[config.mk]
export PLATFORM = sky130hd
export DESIGN_NAME = control_unit_flat
export DESIGN_NICKNAME = d
export VERILOG_FILES = /design/src/rtl/control_unit_if.sv /design/src/rtl/control_unit.sv /design/src/flat_wrapper.sv
export SDC_FILE = /design/constraint.sdc
export NUM_CORES = 1
export LEC_CHECK = 0
export ABC_AREA = 1
export CAP_MARGIN = 40
export CORE_UTILIZATION = 35
export CTS_CLUSTER_SIZE = 30
export DETAILED_ROUTE_END_ITERATION = 6
export PLACE_DENSITY = 0.66
export SYNTH_ARGS = -nofsm -noshare
export SYNTH_HDL_FRONTEND = slang
export SYNTH_SLANG_ARGS = --single-unit
[constraint.sdc]
create_clock -name clk -period 3.45 [get_ports clk]
set_input_delay 0.345 -clock clk [delete_from_list [all_inputs] [get_ports clk]]
set_output_delay 0.345 -clock clk [all_outputs]
set_load 0.01 [all_outputs]
[src/rtl/control_unit_if.sv]
// Control-unit bus: opcode and ALU flags in, microcode control lines and status out.
// master = the control unit, slave = the datapath it steers.
interface control_unit_if;
  logic [3:0] opcode;
  logic       flag_zero;
  logic       flag_carry;
  logic       pc_out;
  logic       pc_inc;
  logic       pc_load;
  logic       mar_load;
  logic       ram_out;
  logic       ram_in;
  logic       ir_load;
  logic       ir_out;
  logic       a_load;
  logic       a_out;
  logic       b_load;
  logic       alu_out;
  logic       alu_sub;
  logic       out_load;
  logic       flags_load;
  logic [2:0] step;
  logic       halted;
  logic       zf;
  logic       cf;

  modport master (
    input  opcode, flag_zero, flag_carry,
    output pc_out, pc_inc, pc_load, mar_load, ram_out, ram_in, ir_load, ir_out,
           a_load, a_out, b_load, alu_out, alu_sub, out_load, flags_load,
           step, halted, zf, cf
  );

  modport slave (
    output opcode, flag_zero, flag_carry,
    input  pc_out, pc_inc, pc_load, mar_load, ram_out, ram_in, ir_load, ir_out,
           a_load, a_out, b_load, alu_out, alu_sub, out_load, flags_load,
           step, halted, zf, cf
  );
endinterface

[src/rtl/control_unit.sv]
// Microcoded control unit, T0..T4 steps; CTRL_EARLY_EXIT_EN returns to T0 after each opcode's last step.
// Latency: controls decode combinationally from the current step; step/flags/halted update each clock.
// Backpressure: none; after HLT the sequencer freezes at T2 with all controls low until rst_n.
module control_unit (
  input  logic           clk,
  input  logic           rst_n,
  control_unit_if.master bus
);

  typedef enum logic [2:0] {T0 = 3'd0, T1 = 3'd1, T2 = 3'd2, T3 = 3'd3, T4 = 3'd4} step_t;

  localparam logic [3:0] OP_LDA = 4'b0001;
  localparam logic [3:0] OP_ADD = 4'b0010;
  localparam logic [3:0] OP_SUB = 4'b0011;
  localparam logic [3:0] OP_STA = 4'b0100;
  localparam logic [3:0] OP_LDI = 4'b0101;
  localparam logic [3:0] OP_JMP = 4'b0110;
  localparam logic [3:0] OP_JC  = 4'b0111;
  localparam logic [3:0] OP_JZ  = 4'b1000;
  localparam logic [3:0] OP_OUT = 4'b1110;
  localparam logic [3:0] OP_HLT = 4'b1111;

  typedef struct packed {
    logic pc_out;
    logic pc_inc;
    logic pc_load;
    logic mar_load;
    logic ram_out;
    logic ram_in;
    logic ir_load;
    logic ir_out;
    logic a_load;
    logic a_out;
    logic b_load;
    logic alu_out;
    logic alu_sub;
    logic out_load;
    logic flags_load;
  } ctrl_t;

  step_t step_q, step_d;
  logic  halted_q, halted_d;
  logic  zf_q, cf_q;
  ctrl_t ctrl;
  logic  last_step_hit;

  always_ff @(posedge clk or negedge rst_n) begin
    if (!rst_n) begin
      step_q   <= T0;
      halted_q <= 1'b0;
      zf_q     <= 1'b0;
      cf_q     <= 1'b0;
    end else begin
      step_q   <= step_d;
      halted_q <= halted_d;
      if (ctrl.flags_load) begin
        zf_q <= bus.flag_zero;
        cf_q <= bus.flag_carry;
      end
    end
  end

`ifdef CTRL_EARLY_EXIT_EN
  logic [2:0] last_step;
  always_comb begin
    case (bus.opcode)
      OP_LDA, OP_STA: last_step = 3'd3;
      OP_ADD, OP_SUB: last_step = 3'd4;
      default:        last_step = 3'd2;
    endcase
    last_step_hit = (3'(step_q) == last_step);
  end
`else
  assign last_step_hit = (step_q == T4);
`endif

  always_comb begin
    ctrl     = '0;
    step_d   = step_q;
    halted_d = halted_q;
    if (!halted_q) begin
      case (step_q)
        T0: begin ctrl.pc_out = 1'b1; ctrl.mar_load = 1'b1; end
        T1: begin ctrl.ram_out = 1'b1; ctrl.ir_load = 1'b1; ctrl.pc_inc = 1'b1; end
        T2: begin
          case (bus.opcode)
            OP_LDA, OP_ADD, OP_SUB, OP_STA: begin ctrl.ir_out = 1'b1; ctrl.mar_load = 1'b1; end
            OP_LDI: begin ctrl.ir_out = 1'b1; ctrl.a_load  = 1'b1; end
            OP_JMP: begin ctrl.ir_out = 1'b1; ctrl.pc_load = 1'b1; end
            // Conditional jumps look at the latched flags, never the live ALU outputs.
            OP_JC:  begin ctrl.ir_out = 1'b1; ctrl.pc_load = cf_q; end
            OP_JZ:  begin ctrl.ir_out = 1'b1; ctrl.pc_load = zf_q; end
            OP_OUT: begin ctrl.a_out  = 1'b1; ctrl.out_load = 1'b1; end
            default: ;
          endcase
        end
        T3: begin
          case (bus.opcode)
            OP_LDA: begin ctrl.ram_out = 1'b1; ctrl.a_load = 1'b1; end
            OP_ADD: begin ctrl.ram_out = 1'b1; ctrl.b_load = 1'b1; end
            OP_SUB: begin ctrl.ram_out = 1'b1; ctrl.b_load = 1'b1; ctrl.alu_sub = 1'b1; end
            OP_STA: begin ctrl.a_out   = 1'b1; ctrl.ram_in = 1'b1; end
            default: ;
          endcase
        end
        T4: begin
          if (bus.opcode == OP_ADD || bus.opcode == OP_SUB) begin
            ctrl.alu_out    = 1'b1;
            ctrl.a_load     = 1'b1;
            ctrl.flags_load = 1'b1;
            ctrl.alu_sub    = (bus.opcode == OP_SUB);
          end
        end
        default: ;
      endcase

      if (step_q == T2 && bus.opcode == OP_HLT) halted_d = 1'b1;
      else if (last_step_hit)                     step_d   = T0;
      else                                        step_d   = step_t'(3'(step_q) + 3'd1);
    end
    if (!rst_n) ctrl = '0;
  end

  assign bus.pc_out     = ctrl.pc_out;
  assign bus.pc_inc     = ctrl.pc_inc;
  assign bus.pc_load    = ctrl.pc_load;
  assign bus.mar_load   = ctrl.mar_load;
  assign bus.ram_out    = ctrl.ram_out;
  assign bus.ram_in     = ctrl.ram_in;
  assign bus.ir_load    = ctrl.ir_load;
  assign bus.ir_out     = ctrl.ir_out;
  assign bus.a_load     = ctrl.a_load;
  assign bus.a_out      = ctrl.a_out;
  assign bus.b_load     = ctrl.b_load;
  assign bus.alu_out    = ctrl.alu_out;
  assign bus.alu_sub    = ctrl.alu_sub;
  assign bus.out_load   = ctrl.out_load;
  assign bus.flags_load = ctrl.flags_load;
  assign bus.step       = 3'(step_q);
  assign bus.halted     = halted_q;
  assign bus.zf         = zf_q;
  assign bus.cf         = cf_q;

endmodule

[src/flat_wrapper.sv]
// flat-port wrapper written by rule: the top's interface ports become plain ports
module control_unit_flat 
  (clk, rst_n, bus_opcode, bus_flag_zero, bus_flag_carry, bus_pc_out, bus_pc_inc, bus_pc_load, bus_mar_load, bus_ram_out, bus_ram_in, bus_ir_load, bus_ir_out, bus_a_load, bus_a_out, bus_b_load, bus_alu_out, bus_alu_sub, bus_out_load, bus_flags_load, bus_step, bus_halted, bus_zf, bus_cf);
  control_unit_if bus_i ();
  input  logic clk;
  input  logic rst_n;
  input wire logic [$bits(bus_i.opcode)-1:0] bus_opcode;
  input wire logic [$bits(bus_i.flag_zero)-1:0] bus_flag_zero;
  input wire logic [$bits(bus_i.flag_carry)-1:0] bus_flag_carry;
  output wire logic [$bits(bus_i.pc_out)-1:0] bus_pc_out;
  output wire logic [$bits(bus_i.pc_inc)-1:0] bus_pc_inc;
  output wire logic [$bits(bus_i.pc_load)-1:0] bus_pc_load;
  output wire logic [$bits(bus_i.mar_load)-1:0] bus_mar_load;
  output wire logic [$bits(bus_i.ram_out)-1:0] bus_ram_out;
  output wire logic [$bits(bus_i.ram_in)-1:0] bus_ram_in;
  output wire logic [$bits(bus_i.ir_load)-1:0] bus_ir_load;
  output wire logic [$bits(bus_i.ir_out)-1:0] bus_ir_out;
  output wire logic [$bits(bus_i.a_load)-1:0] bus_a_load;
  output wire logic [$bits(bus_i.a_out)-1:0] bus_a_out;
  output wire logic [$bits(bus_i.b_load)-1:0] bus_b_load;
  output wire logic [$bits(bus_i.alu_out)-1:0] bus_alu_out;
  output wire logic [$bits(bus_i.alu_sub)-1:0] bus_alu_sub;
  output wire logic [$bits(bus_i.out_load)-1:0] bus_out_load;
  output wire logic [$bits(bus_i.flags_load)-1:0] bus_flags_load;
  output wire logic [$bits(bus_i.step)-1:0] bus_step;
  output wire logic [$bits(bus_i.halted)-1:0] bus_halted;
  output wire logic [$bits(bus_i.zf)-1:0] bus_zf;
  output wire logic [$bits(bus_i.cf)-1:0] bus_cf;
  assign bus_i.opcode = bus_opcode;
  assign bus_i.flag_zero = bus_flag_zero;
  assign bus_i.flag_carry = bus_flag_carry;
  assign bus_pc_out = bus_i.pc_out;
  assign bus_pc_inc = bus_i.pc_inc;
  assign bus_pc_load = bus_i.pc_load;
  assign bus_mar_load = bus_i.mar_load;
  assign bus_ram_out = bus_i.ram_out;
  assign bus_ram_in = bus_i.ram_in;
  assign bus_ir_load = bus_i.ir_load;
  assign bus_ir_out = bus_i.ir_out;
  assign bus_a_load = bus_i.a_load;
  assign bus_a_out = bus_i.a_out;
  assign bus_b_load = bus_i.b_load;
  assign bus_alu_out = bus_i.alu_out;
  assign bus_alu_sub = bus_i.alu_sub;
  assign bus_out_load = bus_i.out_load;
  assign bus_flags_load = bus_i.flags_load;
  assign bus_step = bus_i.step;
  assign bus_halted = bus_i.halted;
  assign bus_zf = bus_i.zf;
  assign bus_cf = bus_i.cf;
  control_unit u_core (.clk(clk), .rst_n(rst_n), .bus(bus_i));
endmodule
==> summary.md, run 1 <==
| Metric | Value |
|---|---|
| IO Port Bufs | 28 |
| Final Max Tran Viols | 0 |
| Hold Vio Cnt, Final | 0 |
| Hold_buf cts | 0 |
| Worst-Margin Slew | 332 ps |
| Worst VDD drop | 144 uV |
| Reg clk slew, reported paths | 40 ps |
| Part of the Yosys area used for sequential elements | 24.5% |
| Final setup skew | 4.70 ps |
| Max Clock Freq | 404 MHz |
| CP max FO | 7 |
| Setup tns final | 0 ps |
| Startpoint types | input port |
| Yosys reg bits | 6 |
| Share of Yosys cell area claimed by the top area cell type | 24.5% |
| Worst Path Required | 3110 ps |
| Total number of vias | 679 |
| Fill cell count | 164 |
| Synth area leader | dfrtp_1 |
| Drc violations | 0 |
| CTS tree | built |
| Global-route wire length before repair | 2420 um |
| Clock buffer depth | 2 |
| Core region area | 1580 um2 |
| Max cap viols | 0 |
| I/O pins | 29 |
| Pin count of the biggest net entering global routing | 10 |
| Die area | 1920 um2 |
| Final wirelength | 1450 um |
| Status | finished, final reports clean |
| Final setup fails | 0 |
| Initial DRC count | 11 |
| CTS Sinks | 6 |
| Synth cell types | 20 |
| Hold Slack | 347 ps |
| Die width | 43.9 um |
| Routed Antenna Nets | 0 |
| Crit end category | output port |
| Mapped Avg Cell Area | 6.26 um2 |
| Gr usage total | 17.3% |
| Placed insts | 138 |
| Share of layout cells above drive strength 1 | 7.20% |
| Mean routed wirelength per cell | 10.3 um |
| Most frequent cells in the layout | nand2_1 (31), clkdlybuf4s50_1 (28), nor2_1 (13), inv_1 (12), nand3_1 (8) |
| Die Ht | 43.9 um |
| H-tree level count | 1 |
| Final Cycle Share | 71.8% |
| RSZ-0062 raised after global routing | no |
| Synth top area cells | dfrtp_1 (24%), nand2_1 (19%), ha_1 (10%) |
| Pwr dens | 176 nW/um2 |
| Antenna diode count | 0 |
| Critical path start-end classification | input port to output port |
| Initial Util | 38.9% |
| Worst-Skew Late Latency | 240 ps |
| GRT Residual Overflow | 0 |
| Final min period | 2480 ps |
| Area grow syn2layout | 46.5% |
| WP data arrival | 2130 ps |
| Min-Delay Path Class | input port to asynchronous set/reset pin |
| P_leak | 0.000424 uW |
| Syn_nets | 111 |
| Post-Syn Instances | 98 |
| Mapped Area | 613 um2 |
| Postcts setup bufs | 0 |
| Root Driver | clkbuf_4 |
| HPWL after detailed placement | 1200 um |
| Post_cts resized | 0 |
| Yosys warning total | 0 |
| Initial DRT Pass Iterations | 6 |
| Final std cells w/o fill | 141 |
| Vias in the first global route | 627 |
| Nets | 140 |
| Max-slew headroom | 77.8% |
| Vias per inst | 4.82 |
| Initial antenna violation count | 0 |
| Num CTS Buffers | 3 |
| Gpl congestion | 0.871 |
| Commonest non-fill, non-tap cell in the layout | nand2_1 |
| Rows | 14 |
==> kinds of logic after synthesis <==
family          share of synthesized area (%)
buf+inv                                  14.1
fa+ha+maj                                10.2
simple gates                             44.3
flops                                    24.5
compound gates                           6.94
==> flip-flops by register name (all words and copies together), names as in the netlist <==
register and cells:
u_core.bus.cf 1, u_core.bus.step 3, u_core.bus.zf 1, u_core.bus.halted 1
==> critical path: stages <==
cell and delay, ps:
clkdlybuf4s50_1 630, nand2_1 160, inv_2 130, nand2_1 100, nor2_1 130, or2_1 110
clkdlybuf4s50_1 520
==> power by group <==
group	internal [uW]	leakage, uW	switching (uW)
registers	70.7	0.0000734	0
logic	10.9	0.000337	13.8
clock network	39.2	0.0000138	23.3
==> cell usage after synthesis <==
| master | count |
|---|---|
| nor4_1 | 1 |
| o211ai_1 | 1 |
| ha_1 | 5 |
| nor2_4 | 1 |
| inv_1 | 12 |
| nor2_1 | 13 |
| nor3_1 | 1 |
| or2_1 | 1 |
| nand4_1 | 2 |
| dfrtp_1 | 6 |
| nand2_2 | 1 |
| inv_2 | 1 |
| nor2_2 | 2 |
| a21oi_1 | 2 |
| or2_2 | 1 |
| buf_6 | 2 |
| o21ai_0 | 5 |
| nand3_1 | 8 |
| nand2_1 | 31 |
| buf_4 | 2 |
==> cell type report <==
type	count	area [um2]	share of cell area (%)
sequential	6	150	16.7
inverter	13	48.8	5.43
timing repair buffer	28	280	31.2
multi-input combinational	75	377	41.9
tap	16	20.0	2.23
clock buffer	3	22.5	2.51
==> per-layer routing <==
layer / part of all wire [%] / global-route usage, % / wire, um
met5: 0 / 0 / 0
met4: 0.69 / 12.1 / 10
met3: 3.0 / 2.92 / 44
met2: 51 / 27.5 / 733
met1: 46 / 21.0 / 659
==> final timing paths <==
check / endpoint / slack, ps / startpoint / cells after the start
setup / recovery: bus_a_out / 970 / rst_n / 7
hold / removal: u_core.bus.step[1]$_DFFE_PN0P_ / 350 / rst_n / 1
setup reg to reg: u_core.bus.step[2]$_DFFE_PN0P_ / 2010 / u_core.bus.step[0]$_DFFE_PN0P_ / 4
hold reg to reg: u_core.bus.step[2]$_DFFE_PN0P_ / 510 / u_core.bus.halted$_DFF_PN0_ / 2
max in group asynchronous: u_core.bus.zf$_DFFE_PN0P_ / 2880 / rst_n / 1
min in group clk: u_core.bus.step[2]$_DFFE_PN0P_ / 510 / u_core.bus.halted$_DFF_PN0_ / 2
==> metrics by stage <==
step / area [um2] / total power [uW] / util [%] / setup slack, ps
after floorplan: 613 / 85.8 / - / 1820
after global placement: 876 / 96.1 / 55.6 / 946
after detailed placement: 876 / 96.1 / 55.6 / 939
after CTS: 898 / 162 / 57.0 / 937
after global routing: 898 / 167 / 57.0 / 770
final: 898 / 158 / 57.0 / 973
(Power assumes the default switching activity.)
==> run 2: changes to the inputs <==
- PLACE_DENSITY: 0.66 -> 0.69
- clock period: 3.45 -> 2 ns (I/O delays scaled with it)
==> run 2 against run 1 <==
Effect of this change: flip-flop and latch count is the same; worst setup slack got worse by 880 ps; power rose by 77%; count of clock-buffer cells in the layout unchanged; cell count increased by 7.1%; combinational power increased by 110%; final area up 8.2%; routed wire length grew 4.1%; hold slack worse by 93 ps; first-iteration DRC count is 36% higher; sequential share of layout area fell by 1.3 points; sequential power rose by 73%; critical endpoint unchanged.
==> summary.md, run 2 (synthesis results as in run 1) <==
| Metric | Value |
|---|---|
| Nets | 150 |
| GRT Residual Overflow | 0 |
| Die area | 1920 um2 |
| Gr usage total | 17.8% |
| Max cap viols | 0 |
| H-tree level count | 1 |
| Core region area | 1580 um2 |
| Die Ht | 43.9 um |
| Startpoint types | register |
| Final min period | 1910 ps |
| Most frequent cells in the layout | nand2_1 (29), clkdlybuf4s50_1 (16), nor2_1 (12), dlygate4sd2_1 (11), buf_4 (10) |
| Pin count of the biggest net entering global routing | 8 |
| Hold Slack | 254 ps |
| Top delay family on crit path | buffers and inverters |
| Die width | 43.9 um |
| Num CTS Buffers | 3 |
| Vias in the first global route | 642 |
| Worst Path Required | 1800 ps |
| Max Clock Freq | 524 MHz |
| Antenna diode count | 0 |
| Global-route wire length before repair | 2460 um |
| Bufs and invs on worst path | 3 |
| Power Total | 280 uW |
| Critical path start-end classification | register to output port |
| CTS Sinks | 6 |
| Slowest CP cell | dfrtp_1 |
| Worst VDD drop | 298 uV |
| Final Max Tran Viols | 0 |
| Area grow syn2layout | 58.6% |
| Initial antenna violation count | 0 |
| HPWL after detailed placement | 1290 um |
| Final wirelength | 1510 um |
| Commonest non-fill, non-tap cell in the layout | nand2_1 |
| R2R depth | 4 |
| Reg clk slew, reported paths | 40 ps |
| IO Port Bufs | 28 |
| WP data arrival | 1710 ps |
| Worst path depth | 8 |
| P_leak | 0.000539 uW |
| CP max FO | 4 |
| Initial Util | 38.9% |
| Cell repeated most along the worst path | nand2_2 |
| Total number of vias | 710 |
| Initial DRC count | 15 |
| Gpl congestion | 0.812 |
| Final setup fails | 0 |
| Share of layout cells above drive strength 1 | 19.3% |
| Dpl ws | -20.8 ps |
| Min-Delay Path Class | input port to asynchronous set/reset pin |
| CTS tree | built |
| Max stage delay on crit path | 400 ps |
| Mean routed wirelength per cell | 9.98 um |
| Final setup skew | 3.43 ps |
| Initial DRT Pass Iterations | 6 |
| Root Driver | clkbuf_4 |
| Worst-Skew Late Latency | 240 ps |
| RSZ-0062 raised after global routing | no |
| Largest register FFs | 3 |
| Hold Vio Cnt, Final | 0 |
| Final Cycle Share | 95.3% |
| Vias per inst | 4.70 |
| Rows | 14 |
| Max-slew headroom | 84.2% |
| Drc violations | 0 |
| Crit end category | output port |
| Crit-path cells | buf_4 > ha_1 > nand2_2 > inv_2 > nand2_2 > nor2_1 > or2_1 > dlygate4sd2_1 |
| Routed Antenna Nets | 0 |
| I/O pins | 29 |
| Pwr dens | 288 nW/um2 |
| Final WS setup | 93.3 ps |
| Clock buffer depth | 2 |
| Setup tns final | 0 ps |
| Worst-Margin Slew | 237 ps |
| Status | finished, final reports clean |
[run 2: changes by cell type in the layout (fill, tap and decap cells not counted), sizes merged]
cell / previous run / this run
dlygate4sd2: 0 / 11
dlymetal6s2s: 0 / 1
clkdlybuf4s50: 28 / 16
buf: 0 / 10
[run 2: through the flow]
| step | area, um2 | cells | util [%] |
|---|---|---|---|
| 6_report | 972 | 151 | 61.7 |
| 5_1_grt | 972 | 151 | 61.7 |
| 4_1_cts | 962 | 151 | 61.0 |
| 3_5_place_dp | 928 | 145 | 58.9 |
| 3_3_place_gp | 928 | 145 | 58.9 |
| 2_1_floorplan | 613 | 98 | - |
[run 2: metal layers]
metal	vias up	routed length, um	track usage [%]
met4	0	36	12.1
met3	4	62	2.92
li1	383	-	-
met2	21	776	30.7
met5	-	0	0
met1	302	632	19.7
[run 2: worst paths after layout]
check	slack, ps	from	end
max	90	u_core.bus.step[1]$_DFFE_PN0P_	bus_a_out
min	250	rst_n	u_core.bus.step[1]$_DFFE_PN0P_
max reg2reg	590	u_core.bus.step[0]$_DFFE_PN0P_	u_core.bus.step[2]$_DFFE_PN0P_
min reg2reg	510	u_core.bus.halted$_DFF_PN0_	u_core.bus.step[2]$_DFFE_PN0P_
max in group asynchronous	1630	rst_n	u_core.bus.step[0]$_DFFE_PN0P_
min in group clk	500	bus_flag_carry	u_core.bus.cf$_DFFE_PN0P_
[run 2: worst register-to-register path, cell delays in order, from the launching register on]
cell and delay (ps):
dfrtp_1 410, ha_1 230, ha_2 250, or2_2 300
o21ai_0 150
[run 2: power by group]
group | switching (uW) | internal, uW
clock | 39.4 | 67.6
sequential | 0 | 122
combinational | 25.8 | 25.3
total | 65.2 | 215
[run 2: timing repair]
item | in CTS | in global routing
pin swaps | 2 | 0
buffers inserted | 3 | 0
resized for setup | 12 | 7
hold buffers | 0 | 0
setup endpoints to repair | 12 | 3
[run 2: final cells by class]
type	instances	area, um2
Clock buffer	3	22.5
Sequential cell	6	150
Inverter	13	48.8
Multi-Input combinational cell	75	387
Tap cell	16	20.0
Fill cell	160	604
Timing Repair Buffer	38	344
